$ cat src/rtl/video_timing_pkg.sv
// video_timing_pkg: 720p timing defaults, pattern mode encoding and colour-bar palette
package video_timing_pkg;
    localparam int VT_H_ACTIVE = 1280;
    localparam int VT_H_FP     = 110;
    localparam int VT_H_SYNC   = 40;
    localparam int VT_H_BP     = 220;
    localparam int VT_V_ACTIVE = 720;
    localparam int VT_V_FP     = 5;
    localparam int VT_V_SYNC   = 5;
    localparam int VT_V_BP     = 20;
    localparam int CNT_W       = 12;

    typedef enum logic [1:0] {MODE_BARS, MODE_RAMP, MODE_CHECK, MODE_SOLID} mode_e;
    typedef enum logic {ST_IDLE, ST_RUN} state_e;

    // Index 0 is the leftmost bar.
    localparam logic [0:7][23:0] BAR_PAL = {
        24'hFFFFFF, 24'hFFFF00, 24'h00FFFF, 24'h00FF00,
        24'hFF00FF, 24'hFF0000, 24'h0000FF, 24'h000000
    };
endpackage

$ cat src/rtl/video_pattern_gen_if.sv
// video_pattern_gen_if: registered pixel stream (valid, syncs, start-of-frame, RGB)
interface video_pattern_gen_if;
    logic       dv;
    logic       hs;
    logic       vs;
    logic       sof;
    logic [7:0] r;
    logic [7:0] g;
    logic [7:0] b;
    modport master (output dv, hs, vs, sof, r, g, b);
    modport slave  (input  dv, hs, vs, sof, r, g, b);
endinterface

$ cat src/rtl/video_timing_counter.sv
// video_timing_counter: raster counters, IDLE/RUN control and active/sync window flags
module video_timing_counter
    import video_timing_pkg::*;
#(
    parameter int H_ACTIVE = VT_H_ACTIVE,
    parameter int H_FP     = VT_H_FP,
    parameter int H_SYNC   = VT_H_SYNC,
    parameter int H_BP     = VT_H_BP,
    parameter int V_ACTIVE = VT_V_ACTIVE,
    parameter int V_FP     = VT_V_FP,
    parameter int V_SYNC   = VT_V_SYNC,
    parameter int V_BP     = VT_V_BP
) (
    input  logic             clk,
    input  logic             rst,
    input  logic             en_i,
    output logic [CNT_W-1:0] hcnt_o,
    output logic [CNT_W-1:0] vcnt_o,
    output logic             run_o,
    output logic             active_o,
    output logic             hsync_o,
    output logic             vsync_o,
    output logic             line_end_o,
    output logic             frame_wrap_o,
    output logic             load_o
);
    localparam logic [CNT_W-1:0] H_LAST   = 12'(H_ACTIVE + H_FP + H_SYNC + H_BP - 1);
    localparam logic [CNT_W-1:0] V_LAST   = 12'(V_ACTIVE + V_FP + V_SYNC + V_BP - 1);
    localparam logic [CNT_W-1:0] H_ACT    = 12'(H_ACTIVE);
    localparam logic [CNT_W-1:0] V_ACT    = 12'(V_ACTIVE);
    localparam logic [CNT_W-1:0] HS_START = 12'(H_ACTIVE + H_FP);
    localparam logic [CNT_W-1:0] HS_END   = 12'(H_ACTIVE + H_FP + H_SYNC);
    localparam logic [CNT_W-1:0] VS_START = 12'(V_ACTIVE + V_FP);
    localparam logic [CNT_W-1:0] VS_END   = 12'(V_ACTIVE + V_FP + V_SYNC);

    state_e           state_q, state_d;
    logic [CNT_W-1:0] hcnt_q, hcnt_d, vcnt_q, vcnt_d;
    logic             v_end;

    always_comb begin
        run_o        = state_q == ST_RUN;
        line_end_o   = hcnt_q == H_LAST;
        v_end        = vcnt_q == V_LAST;
        frame_wrap_o = run_o && line_end_o && v_end;
        load_o       = (!run_o && en_i) || frame_wrap_o;
        // Leaving RUN is only allowed at the frame wrap so frames are never cut short.
        state_d      = run_o ? ((frame_wrap_o && !en_i) ? ST_IDLE : ST_RUN)
                             : (en_i ? ST_RUN : ST_IDLE);
        hcnt_d       = (!run_o || line_end_o) ? '0 : hcnt_q + 1'b1;
        vcnt_d       = !run_o ? '0 : line_end_o ? (v_end ? '0 : vcnt_q + 1'b1) : vcnt_q;
        active_o     = run_o && hcnt_q < H_ACT && vcnt_q < V_ACT;
        hsync_o      = run_o && hcnt_q >= HS_START && hcnt_q < HS_END;
        vsync_o      = run_o && vcnt_q >= VS_START && vcnt_q < VS_END;
        hcnt_o       = hcnt_q;
        vcnt_o       = vcnt_q;
    end

    always_ff @(posedge clk or posedge rst) begin
        if (rst) begin
            state_q <= ST_IDLE;
            hcnt_q  <= '0;
            vcnt_q  <= '0;
        end else begin
            state_q <= state_d;
            hcnt_q  <= hcnt_d;
            vcnt_q  <= vcnt_d;
        end
    end
endmodule

$ cat src/rtl/video_pattern_gen.sv
// video_pattern_gen: raster test-pattern source (bars, ramp, checkerboard, solid)
// with a single registered output stage aligning valid, syncs, sof and RGB.
module video_pattern_gen
    import video_timing_pkg::*;
#(
    parameter int   H_ACTIVE = VT_H_ACTIVE,
    parameter int   H_FP     = VT_H_FP,
    parameter int   H_SYNC   = VT_H_SYNC,
    parameter int   H_BP     = VT_H_BP,
    parameter int   V_ACTIVE = VT_V_ACTIVE,
    parameter int   V_FP     = VT_V_FP,
    parameter int   V_SYNC   = VT_V_SYNC,
    parameter int   V_BP     = VT_V_BP,
    parameter logic HS_POL   = 1'b1,
    parameter logic VS_POL   = 1'b1
) (
    input  logic                clk,
    input  logic                rst,
    input  logic                en_i,
    input  logic [1:0]          mode_i,
    input  logic [23:0]         solid_i,
    video_pattern_gen_if.master pix,
    output logic [15:0]         frame_cnt_o
);
    localparam logic [CNT_W-1:0] BAR_LAST = 12'(H_ACTIVE / 8 - 1);

    logic [CNT_W-1:0] hcnt, vcnt;
    logic             run, active, hsync, vsync, line_end, frame_wrap, load;
    mode_e            mode_q, mode_d;
    logic [23:0]      solid_q, solid_d, rgb_q, rgb_d, pat;
    logic [CNT_W-1:0] bar_px_q, bar_px_d;
    logic [2:0]       bar_idx_q, bar_idx_d;
    logic             bar_step;
    logic             dv_q, dv_d, hs_q, hs_d, vs_q, vs_d, sof_q, sof_d;
    logic [15:0]      fcnt_q, fcnt_d;

    video_timing_counter #(
        .H_ACTIVE(H_ACTIVE), .H_FP(H_FP), .H_SYNC(H_SYNC), .H_BP(H_BP),
        .V_ACTIVE(V_ACTIVE), .V_FP(V_FP), .V_SYNC(V_SYNC), .V_BP(V_BP)
    ) u_timing (
        .clk(clk), .rst(rst), .en_i(en_i),
        .hcnt_o(hcnt), .vcnt_o(vcnt), .run_o(run), .active_o(active),
        .hsync_o(hsync), .vsync_o(vsync), .line_end_o(line_end),
        .frame_wrap_o(frame_wrap), .load_o(load)
    );

    always_comb begin
        mode_d    = load ? mode_e'(mode_i) : mode_q;
        solid_d   = load ? solid_i : solid_q;
        // Bar position tracks hcnt; the last bar absorbs any remainder pixels.
        bar_step  = bar_idx_q != 3'd7 && bar_px_q == BAR_LAST;
        bar_px_d  = (!run || line_end || bar_step) ? '0
                  : (bar_idx_q == 3'd7 ? bar_px_q : bar_px_q + 1'b1);
        bar_idx_d = (!run || line_end) ? '0 : (bar_step ? bar_idx_q + 1'b1 : bar_idx_q);
        pat       = mode_q == MODE_BARS  ? BAR_PAL[bar_idx_q]
                  : mode_q == MODE_RAMP  ? {3{hcnt[7:0]}}
                  : mode_q == MODE_CHECK ? {24{hcnt[5] ^ vcnt[5]}}
                  : solid_q;
        dv_d      = active;
        rgb_d     = active ? pat : '0;
        hs_d      = hsync ? HS_POL : ~HS_POL;
        vs_d      = vsync ? VS_POL : ~VS_POL;
        sof_d     = active && hcnt == '0 && vcnt == '0;
        fcnt_d    = fcnt_q + 16'(frame_wrap);
    end

    always_ff @(posedge clk or posedge rst) begin
        if (rst) begin
            mode_q    <= MODE_BARS;
            solid_q   <= '0;
            bar_px_q  <= '0;
            bar_idx_q <= '0;
            dv_q      <= 1'b0;
            hs_q      <= ~HS_POL;
            vs_q      <= ~VS_POL;
            sof_q     <= 1'b0;
            rgb_q     <= '0;
            fcnt_q    <= '0;
        end else begin
            mode_q    <= mode_d;
            solid_q   <= solid_d;
            bar_px_q  <= bar_px_d;
            bar_idx_q <= bar_idx_d;
            dv_q      <= dv_d;
            hs_q      <= hs_d;
            vs_q      <= vs_d;
            sof_q     <= sof_d;
            rgb_q     <= rgb_d;
            fcnt_q    <= fcnt_d;
        end
    end

    assign pix.dv      = dv_q;
    assign pix.hs      = hs_q;
    assign pix.vs      = vs_q;
    assign pix.sof     = sof_q;
    assign pix.r       = rgb_q[23:16];
    assign pix.g       = rgb_q[15:8];
    assign pix.b       = rgb_q[7:0];
    assign frame_cnt_o = fcnt_q;
endmodule

$ cat src/flat_wrapper.sv
// flat-port wrapper written by rule: the top's interface ports become plain ports
module video_pattern_gen_flat import video_timing_pkg::*;
#(
    parameter int   H_ACTIVE = VT_H_ACTIVE,
    parameter int   H_FP     = VT_H_FP,
    parameter int   H_SYNC   = VT_H_SYNC,
    parameter int   H_BP     = VT_H_BP,
    parameter int   V_ACTIVE = VT_V_ACTIVE,
    parameter int   V_FP     = VT_V_FP,
    parameter int   V_SYNC   = VT_V_SYNC,
    parameter int   V_BP     = VT_V_BP,
    parameter logic HS_POL   = 1'b1,
    parameter logic VS_POL   = 1'b1
)
  (clk, rst, en_i, mode_i, solid_i, frame_cnt_o, pix_dv, pix_hs, pix_vs, pix_sof, pix_r, pix_g, pix_b);
  video_pattern_gen_if pix_i ();
  input  logic clk;
  input  logic rst;
  input  logic en_i;
  input  logic [1:0] mode_i;
  input  logic [23:0] solid_i;
  output logic [15:0] frame_cnt_o;
  output wire logic [$bits(pix_i.dv)-1:0] pix_dv;
  output wire logic [$bits(pix_i.hs)-1:0] pix_hs;
  output wire logic [$bits(pix_i.vs)-1:0] pix_vs;
  output wire logic [$bits(pix_i.sof)-1:0] pix_sof;
  output wire logic [$bits(pix_i.r)-1:0] pix_r;
  output wire logic [$bits(pix_i.g)-1:0] pix_g;
  output wire logic [$bits(pix_i.b)-1:0] pix_b;
  assign pix_dv = pix_i.dv;
  assign pix_hs = pix_i.hs;
  assign pix_vs = pix_i.vs;
  assign pix_sof = pix_i.sof;
  assign pix_r = pix_i.r;
  assign pix_g = pix_i.g;
  assign pix_b = pix_i.b;
  video_pattern_gen #(.H_ACTIVE(H_ACTIVE), .H_FP(H_FP), .H_SYNC(H_SYNC), .H_BP(H_BP), .V_ACTIVE(V_ACTIVE), .V_FP(V_FP), .V_SYNC(V_SYNC), .V_BP(V_BP), .HS_POL(HS_POL), .VS_POL(VS_POL)) u_core (.clk(clk), .rst(rst), .en_i(en_i), .mode_i(mode_i), .solid_i(solid_i), .pix(pix_i), .frame_cnt_o(frame_cnt_o));
endmodule
$ cat config.mk
export PLATFORM = sky130hd
export DESIGN_NAME = video_pattern_gen_flat
export DESIGN_NICKNAME = d
export VERILOG_FILES = /design/src/rtl/video_timing_pkg.sv /design/src/rtl/video_pattern_gen_if.sv /design/src/rtl/video_timing_counter.sv /design/src/rtl/video_pattern_gen.sv /design/src/flat_wrapper.sv
export SDC_FILE = /design/constraint.sdc
export NUM_CORES = 1
export LEC_CHECK = 0
export ABC_AREA = 1
export ABC_CLOCK_PERIOD_IN_PS = 4270
export CORE_MARGIN = 3
export CORE_UTILIZATION = 45
export DETAILED_ROUTE_END_ITERATION = 10
export PLACE_DENSITY = 0.67
export SYNTH_ARGS = -nofsm -noshare
export SYNTH_HDL_FRONTEND = slang
export SYNTH_SLANG_ARGS = --single-unit
$ cat constraint.sdc
create_clock -name clk -period 4.27 [get_ports clk]
set_input_delay 0.854 -clock clk [delete_from_list [all_inputs] [get_ports clk]]
set_output_delay 0.854 -clock clk [all_outputs]
set_load 0.05 [all_outputs]
==> impl_metrics.yaml, run 1 <==
clock_network:
  clk_pin_slew_worst_paths_ns: 0.07
  tritoncts: "done"
  cts_setup_buffers: 0
  numCtsBuffers: 9
  clock_latency_ns: 0.36
  clockBufferDepth: 2
  cts_root_buf: "clkbuf_16"
  clock_sinks: 110
  holdBufCountCts: 0
  ctsResizeCount: 0
  htree_num_levels: 3
power_and_ir_drop:
  peakVddDrop_v: 0.000222
  pwr_density_cell_mw_per_mm2: 318
  p_leak_uw: 0.00312
sta:
  setup_violations: 0
  fin_skew_ns: 0.00855
  rsz0062_at_grt: "no"
  fmax_mhz: 399
  finalSetupTns_ns: 0
  period_needed_ns: 2.51
  worstMarginPinSlew_ns: 1.03
  period_share: 0.587
  hold_ws_ns: 0.473
  relSlewSlack: 0.310
  slew_violations: 0
  finalHoldViolCount: 0
finish:
  antenna_cells: 0
  num-fill-cells: 1020
  layout.nets: 772
  area.sequential_mm2: 0.00275
  fin_area_mm2: 0.00657
  drive_above_1_share: 0.0693
  area_growth_pct: 20.1
  multi_input_area_mm2: 0.00232
  instances_no_fill: 879
setup_path:
  end_kind: "register"
  cp_max_fo: 4
  arrival_ns: 2.79
  worstPathRequired_ns: 4.55
  slowest_delay_ns: 0.41
  cpMaxStageDelayCell: "dfrtp_1"
  path_cells: "inv_1 > ha_1 > nand4_1 > nor2_1 > nand2_1 > nor2_1 > ha_1 > ha_1 > nand3_1 > nand3b_1 > nor2_1 > xor2_1"
  r2r_cells: 12
  start_kind: "register"
  worstSetupPathType: "reg -> reg"
grt:
  antenna_found_initial: 0
  grt_pass1_wl_mm: 20.9
  grtUsageTotal: 0.196
  grt_overflow_total: 0
  first_global_vias: 4390
  grt_max_degree: 60
place:
  post-place-cells: 863
  gp_congestion: 0.843
  hpwl_mm: 8.92
  place_area_mm2: 0.00629
  numPortBuffers: 72
synth:
  syn_area_mm2: 0.00547
  synth-main-ff-cell: "dfrtp_1"
  synthArstFlopShare: 1.00
  syn_area_per_cell_um2: 8.25
  ys_seq_area_frac: 0.503
  syn_nets: 704
  synth.distinct_cells: 30
  synth-edff-count: 0
  yosys_warnings: 0
  synthCells: 663
  ys_ff_latch: 110
status:
  status: "completed"
route:
  ant_nets: 0
  routed_wl_mm: 12.3
  routedWlPerCell_um: 14.0
  dr.pass1.iters: 5
  drtIter0Drc: 364
  vias_per_cell: 5.08
  drcViolationCount: 0
  vias: 4462
worst_hold_path:
  hold_depth: 1
  hold_path.class: "reg -> reg"
die:
  die_w_um: 116
  initial_core_util: 0.469
  coreArea_mm2: 0.0117
  fp.dieArea_mm2: 0.0135
  pin_count: 73
  num_rows: 39
  die_h_um: 116
job:
  cap_violations: 0
-- worst paths after layout --
path | from | endpoint | slack, ns
max in group asynchronous | rst | u_core.u_timing.hcnt_o[0]$_DFF_PP0_ | 2.58
worst min register to register | u_core.frame_cnt_o[15]$_DFF_PP0_ | u_core.frame_cnt_o[15]$_DFF_PP0_ | 0.47
min in group asynchronous | rst | u_core.bar_px_q[3]$_DFFE_PP0P_ | 0.95
worst max register to register | u_core.u_timing.vcnt_o[1]$_DFFE_PP0N_ | u_core.frame_cnt_o[10]$_DFF_PP0_ | 1.76
worst max-delay path | u_core.u_timing.vcnt_o[1]$_DFFE_PP0N_ | u_core.frame_cnt_o[10]$_DFF_PP0_ | 1.76
worst min-delay path | u_core.frame_cnt_o[15]$_DFF_PP0_ | u_core.frame_cnt_o[15]$_DFF_PP0_ | 0.47
-- state kept, by name, indices dropped and copies added, names as in the netlist --
register and count:
u_core.mode_q 2, u_core.frame_cnt_o 16, u_core.pix.vs 1, u_core.pix.dv 1
u_core.bar_idx_q 3, u_core.pix.hs 1, u_core.u_timing.run_o 1, u_core.solid_q 24
u_core.u_timing.vcnt_o 12, u_core.bar_px_q 12, u_core.pix.sof 1, u_core.u_timing.hcnt_o 12
u_core.rgb_q 24
-- layout make-up --
| type | count | share of cell area |
|---|---|---|
| timing repair buffer | 73 | 0.113 |
| sequential | 110 | 0.419 |
| multi-input combinational | 460 | 0.353 |
| inverter | 77 | 0.0444 |
| clock inverter | 6 | 0.00838 |
| clock buffer | 10 | 0.0349 |
| tap | 143 | 0.0272 |
-- per-stage QoR --
stage	worst slack, ns	power, uW	utilization
floorplan	0.514	1210	-
global placement	1.56	1300	0.539
detailed placement	1.51	1300	0.539
CTS	1.74	2110	0.563
global route	1.51	2170	0.563
finish	1.76	2090	0.563
-- report_power, final --
part           internal (uW)  total (uW)  switching, uW
registers               1070        1080           13.2
clock network            408         810            403
logic                   70.8         194            123
-- layer usage --
metal,wire [um],global-route usage
met1,5700,0.257
met2,5970,0.322
met3,509,0.0518
met4,148,0.0526
met5,0,0
-- layout by cell type, fill, tap and decap left out, drive strengths merged --
cell / instances
nand2: 159
dfrtp: 110
nor2: 110
inv: 80
clkdlybuf4s50: 72
nand3: 57
o21ai: 28
nor3: 24
xor2: 18
nand4: 13
o211ai: 13
ha: 12
clkbuf: 10
a21oi: 9
xnor2: 6
o21bai: 3
nand3b: 3
clkinv: 3
nor3b: 2
and2: 1
or2: 1
o2111ai: 1
buf: 1
-- synthesized netlist by cell type, drive strengths merged (11+ instances only) --
cell,number,share of area
buf,11,0.016
dfrtp,110,0.50
ha,12,0.027
inv,77,0.053
nand2,159,0.12
nand3,57,0.054
nand4,13,0.015
nor2,110,0.079
nor3,24,0.022
o211ai,13,0.018
o21ai,28,0.026
xor2,18,0.029
-- logic make-up (layout without fill, tap and decap cells) --
kind of cell / count (synthesis) / count (layout) / synth area share
buffers and inverters: 93 / 166 / 0.0723
DFF: 110 / 110 / 0.503
adders and majority gates: 12 / 12 / 0.0274
and+or+nand+nor: 370 / 370 / 0.301
xor gates and xnor gates: 24 / 24 / 0.0384
AOI/OAI and AO/OA: 54 / 54 / 0.0574
-- critical path, delay by kind of cell, from the launching register on --
| kind | cells | cell delay (ns) |
|---|---|---|
| buffers and inverters | 1 | 0.13 |
| flip-flops | 1 | 0.41 |
| XOR/XNOR | 1 | 0.16 |
| AND/OR/NAND/NOR | 7 | 1.14 |
| adder cells (fa/ha/maj) | 3 | 0.59 |
No activity file was read; power rests on OpenSTA's default activity.
==> inputs of run 2 (changes only) <==
--- a/config.mk
+++ b/config.mk
@@ -6,11 +6,11 @@
 export NUM_CORES = 1
 export LEC_CHECK = 0
 export ABC_AREA = 1
-export ABC_CLOCK_PERIOD_IN_PS = 4270
+export ABC_CLOCK_PERIOD_IN_PS = 2200
 export CORE_MARGIN = 3
 export CORE_UTILIZATION = 45
 export DETAILED_ROUTE_END_ITERATION = 10
-export PLACE_DENSITY = 0.67
+export PLACE_DENSITY = 0.7
 export SYNTH_ARGS = -nofsm -noshare
 export SYNTH_HDL_FRONTEND = slang
 export SYNTH_SLANG_ARGS = --single-unit
==> constraint.sdc (replaced) <==
create_clock -name clk -period 2.2 [get_ports clk]
set_input_delay 0.44 -clock clk [delete_from_list [all_inputs] [get_ports clk]]
set_output_delay 0.44 -clock clk [all_outputs]
set_load 0.05 [all_outputs]
==> run 2 against run 1 <==
Net effect:
- clock power grew 100%
- wire length grew 7.4%
- highest routed layer unchanged
- first-iteration DRC count grew 8.0%
- global-route usage grew 0.83 points
- clock-buffer cell count grew 1
- register-to-register slack lost 1.7 ns
- sequential power grew 94%
- clock skew shrank 0.00089 ns
- setup slack lost 1.7 ns
- critical path depth shrank 1
==> impl_metrics.yaml, run 2 (synthesis results as in run 1) <==
die:
  num_rows: 39
  fp.dieArea_mm2: 0.0135
  initial_core_util: 0.469
  die_h_um: 116
  pin_count: 73
  die_w_um: 116
  coreArea_mm2: 0.0117
power_and_ir_drop:
  p_comb_frac: 0.092
  seqPwrFrac: 0.508
  clockPowerShare: 0.399
  p_leak_uw: 0.00331
  p_sw_uw: 1000
  p_sw_frac: 0.242
  peakVddDrop_v: 0.000370
  pwr_density_cell_mw_per_mm2: 594
  p_int_uw: 3140
sta:
  rsz0062_at_grt: "yes"
  worstMarginPinSlew_ns: 0.555
  period_share: 0.988
  finalHoldViolCount: 0
  fin_skew_ns: 0.00765
  relSlewSlack: 0.629
  slew_violations: 0
  setup_violations: 0
  finalSetupTns_ns: 0
  fmax_mhz: 460
  period_needed_ns: 2.17
grt:
  grt_pass1_wl_mm: 21.7
  grtUsageTotal: 0.204
  antenna_found_initial: 0
  grt_max_degree: 46
  grt_overflow_total: 0
  first_global_vias: 4650
setup_path:
  start_kind: "register"
  cp_max_fo: 4
  arrival_ns: 2.44
  cpMaxStageDelayCell: "dfrtp_1"
  path_cells: "ha_4 > nand4_1 > nor2_1 > nand2_1 > nor2_2 > ha_2 > ha_4 > nand3_4 > nand3b_1 > nor2_1 > xor2_1"
  end_kind: "register"
  worstPathRequired_ns: 2.47
  worstSetupPathType: "reg -> reg"
  slowest_delay_ns: 0.44
finish:
  final_cell_mix: "136 x nand2_1, 110 x dfrtp_1, 101 x nor2_1"
  area_growth_pct: 27.4
  num-fill-cells: 1003
  layout.nets: 809
  antenna_cells: 0
  drive_above_1_share: 0.132
  area.sequential_mm2: 0.00275
  fin_area_mm2: 0.00697
  instances_no_fill: 916
  final_common_cell: "nand2_1"
  final_core_util: 0.598
  multi_input_area_mm2: 0.00240
route:
  vias_per_cell: 5.21
  routedWlPerCell_um: 14.5
  drtIter0Drc: 393
  vias: 4772
  dr.pass1.iters: 5
  drcViolationCount: 0
  ant_nets: 0
  routed_wl_mm: 13.2
job:
  cap_violations: 0
clock_network:
  clock_sinks: 110
  htree_num_levels: 3
  cts_root_buf: "clkbuf_16"
  tritoncts: "done"
  holdBufCountCts: 0
  clk_pin_slew_worst_paths_ns: 0.07
  clockBufferDepth: 2
  numCtsBuffers: 9
  clock_latency_ns: 0.36
place:
  post-place-cells: 890
  hpwl_mm: 9.62
  gp_congestion: 0.969
  place_area_mm2: 0.00652
  numPortBuffers: 72
status:
  status: "completed"
worst_hold_path:
  hold_path.class: "in -> async"
## run 2: final cells by class
| type | instances | area share |
|---|---|---|
| clock inverter | 5 | 0.00844 |
| inverter | 77 | 0.0420 |
| multi-input combinational | 460 | 0.344 |
| timing repair buffer | 110 | 0.150 |
| sequential | 110 | 0.395 |
| tap | 143 | 0.0257 |
| clock buffer | 11 | 0.0348 |
## run 2: routing by layer
metal | part of all wire | track usage | wire (um)
met1 | 0.44 | 0.268 | 5800
met3 | 0.055 | 0.0549 | 729
met5 | 0 | 0 | 0
met2 | 0.49 | 0.337 | 6470
met4 | 0.018 | 0.0510 | 244
## run 2: critical path: cells and delay by family, from the launching register on
family	cells	cell delay, ns
simple gates	7	0.93
fa+ha+maj	3	0.53
flops	1	0.44
xor+xnor	1	0.19
## run 2: power by group through the flow
stage | clock network (uW) | logic, uW | registers, uW
finish | 1650 | 383 | 2100
global route | 1780 | 414 | 2110
CTS | 1690 | 389 | 2100
detailed placement | 0 | 388 | 2140
global placement | 0 | 385 | 2140
floorplan | 0 | 105 | 2250
## run 2: metrics by stage
step                      total power [uW]  setup WS, ns  hold slack, ns
after floorplan                       2360        0.0535           0.470
after global placement                2530        0.0137           0.460
after detailed placement              2530       -0.0974           0.470
after CTS                             4180      0.000311           0.483
after global routing                  4300       -0.0462           0.502
final                                 4140        0.0273           0.487
## run 2: path summary, 6_finish.rpt
check,cells past startpoint,start,slack (ns),endpoint
max,11,u_core.u_timing.vcnt_o[0]$_DFFE_PP0N_,0.03,u_core.frame_cnt_o[12]$_DFF_PP0_
min,2,rst,0.49,u_core.rgb_q[18]$_DFF_PP0_
max reg2reg,11,u_core.u_timing.vcnt_o[0]$_DFFE_PP0N_,0.03,u_core.frame_cnt_o[12]$_DFF_PP0_
min reg2reg,1,u_core.frame_cnt_o[15]$_DFF_PP0_,0.49,u_core.frame_cnt_o[15]$_DFF_PP0_
max in group asynchronous,3,rst,1.11,u_core.solid_q[0]$_DFFE_PP0P_
min in group clk,1,u_core.frame_cnt_o[15]$_DFF_PP0_,0.49,u_core.frame_cnt_o[15]$_DFF_PP0_
## run 2: repair_timing
item                       4_1_cts  5_1_grt
setup endpoints to repair        3        8
resized for setup                9        9
setup buffers                    7        3
pin swaps                        5        6
==> inputs of run 3 (changes only) <==
--- a/config.mk
+++ b/config.mk
@@ -7,6 +7,7 @@
 export LEC_CHECK = 0
 export ABC_AREA = 1
 export ABC_CLOCK_PERIOD_IN_PS = 2200
+export CAP_MARGIN = 20
 export CORE_MARGIN = 3
 export CORE_UTILIZATION = 45
 export DETAILED_ROUTE_END_ITERATION = 10
==> results of run 3 <==
The final DEF is identical to that of run 2; final timing and power are the same.
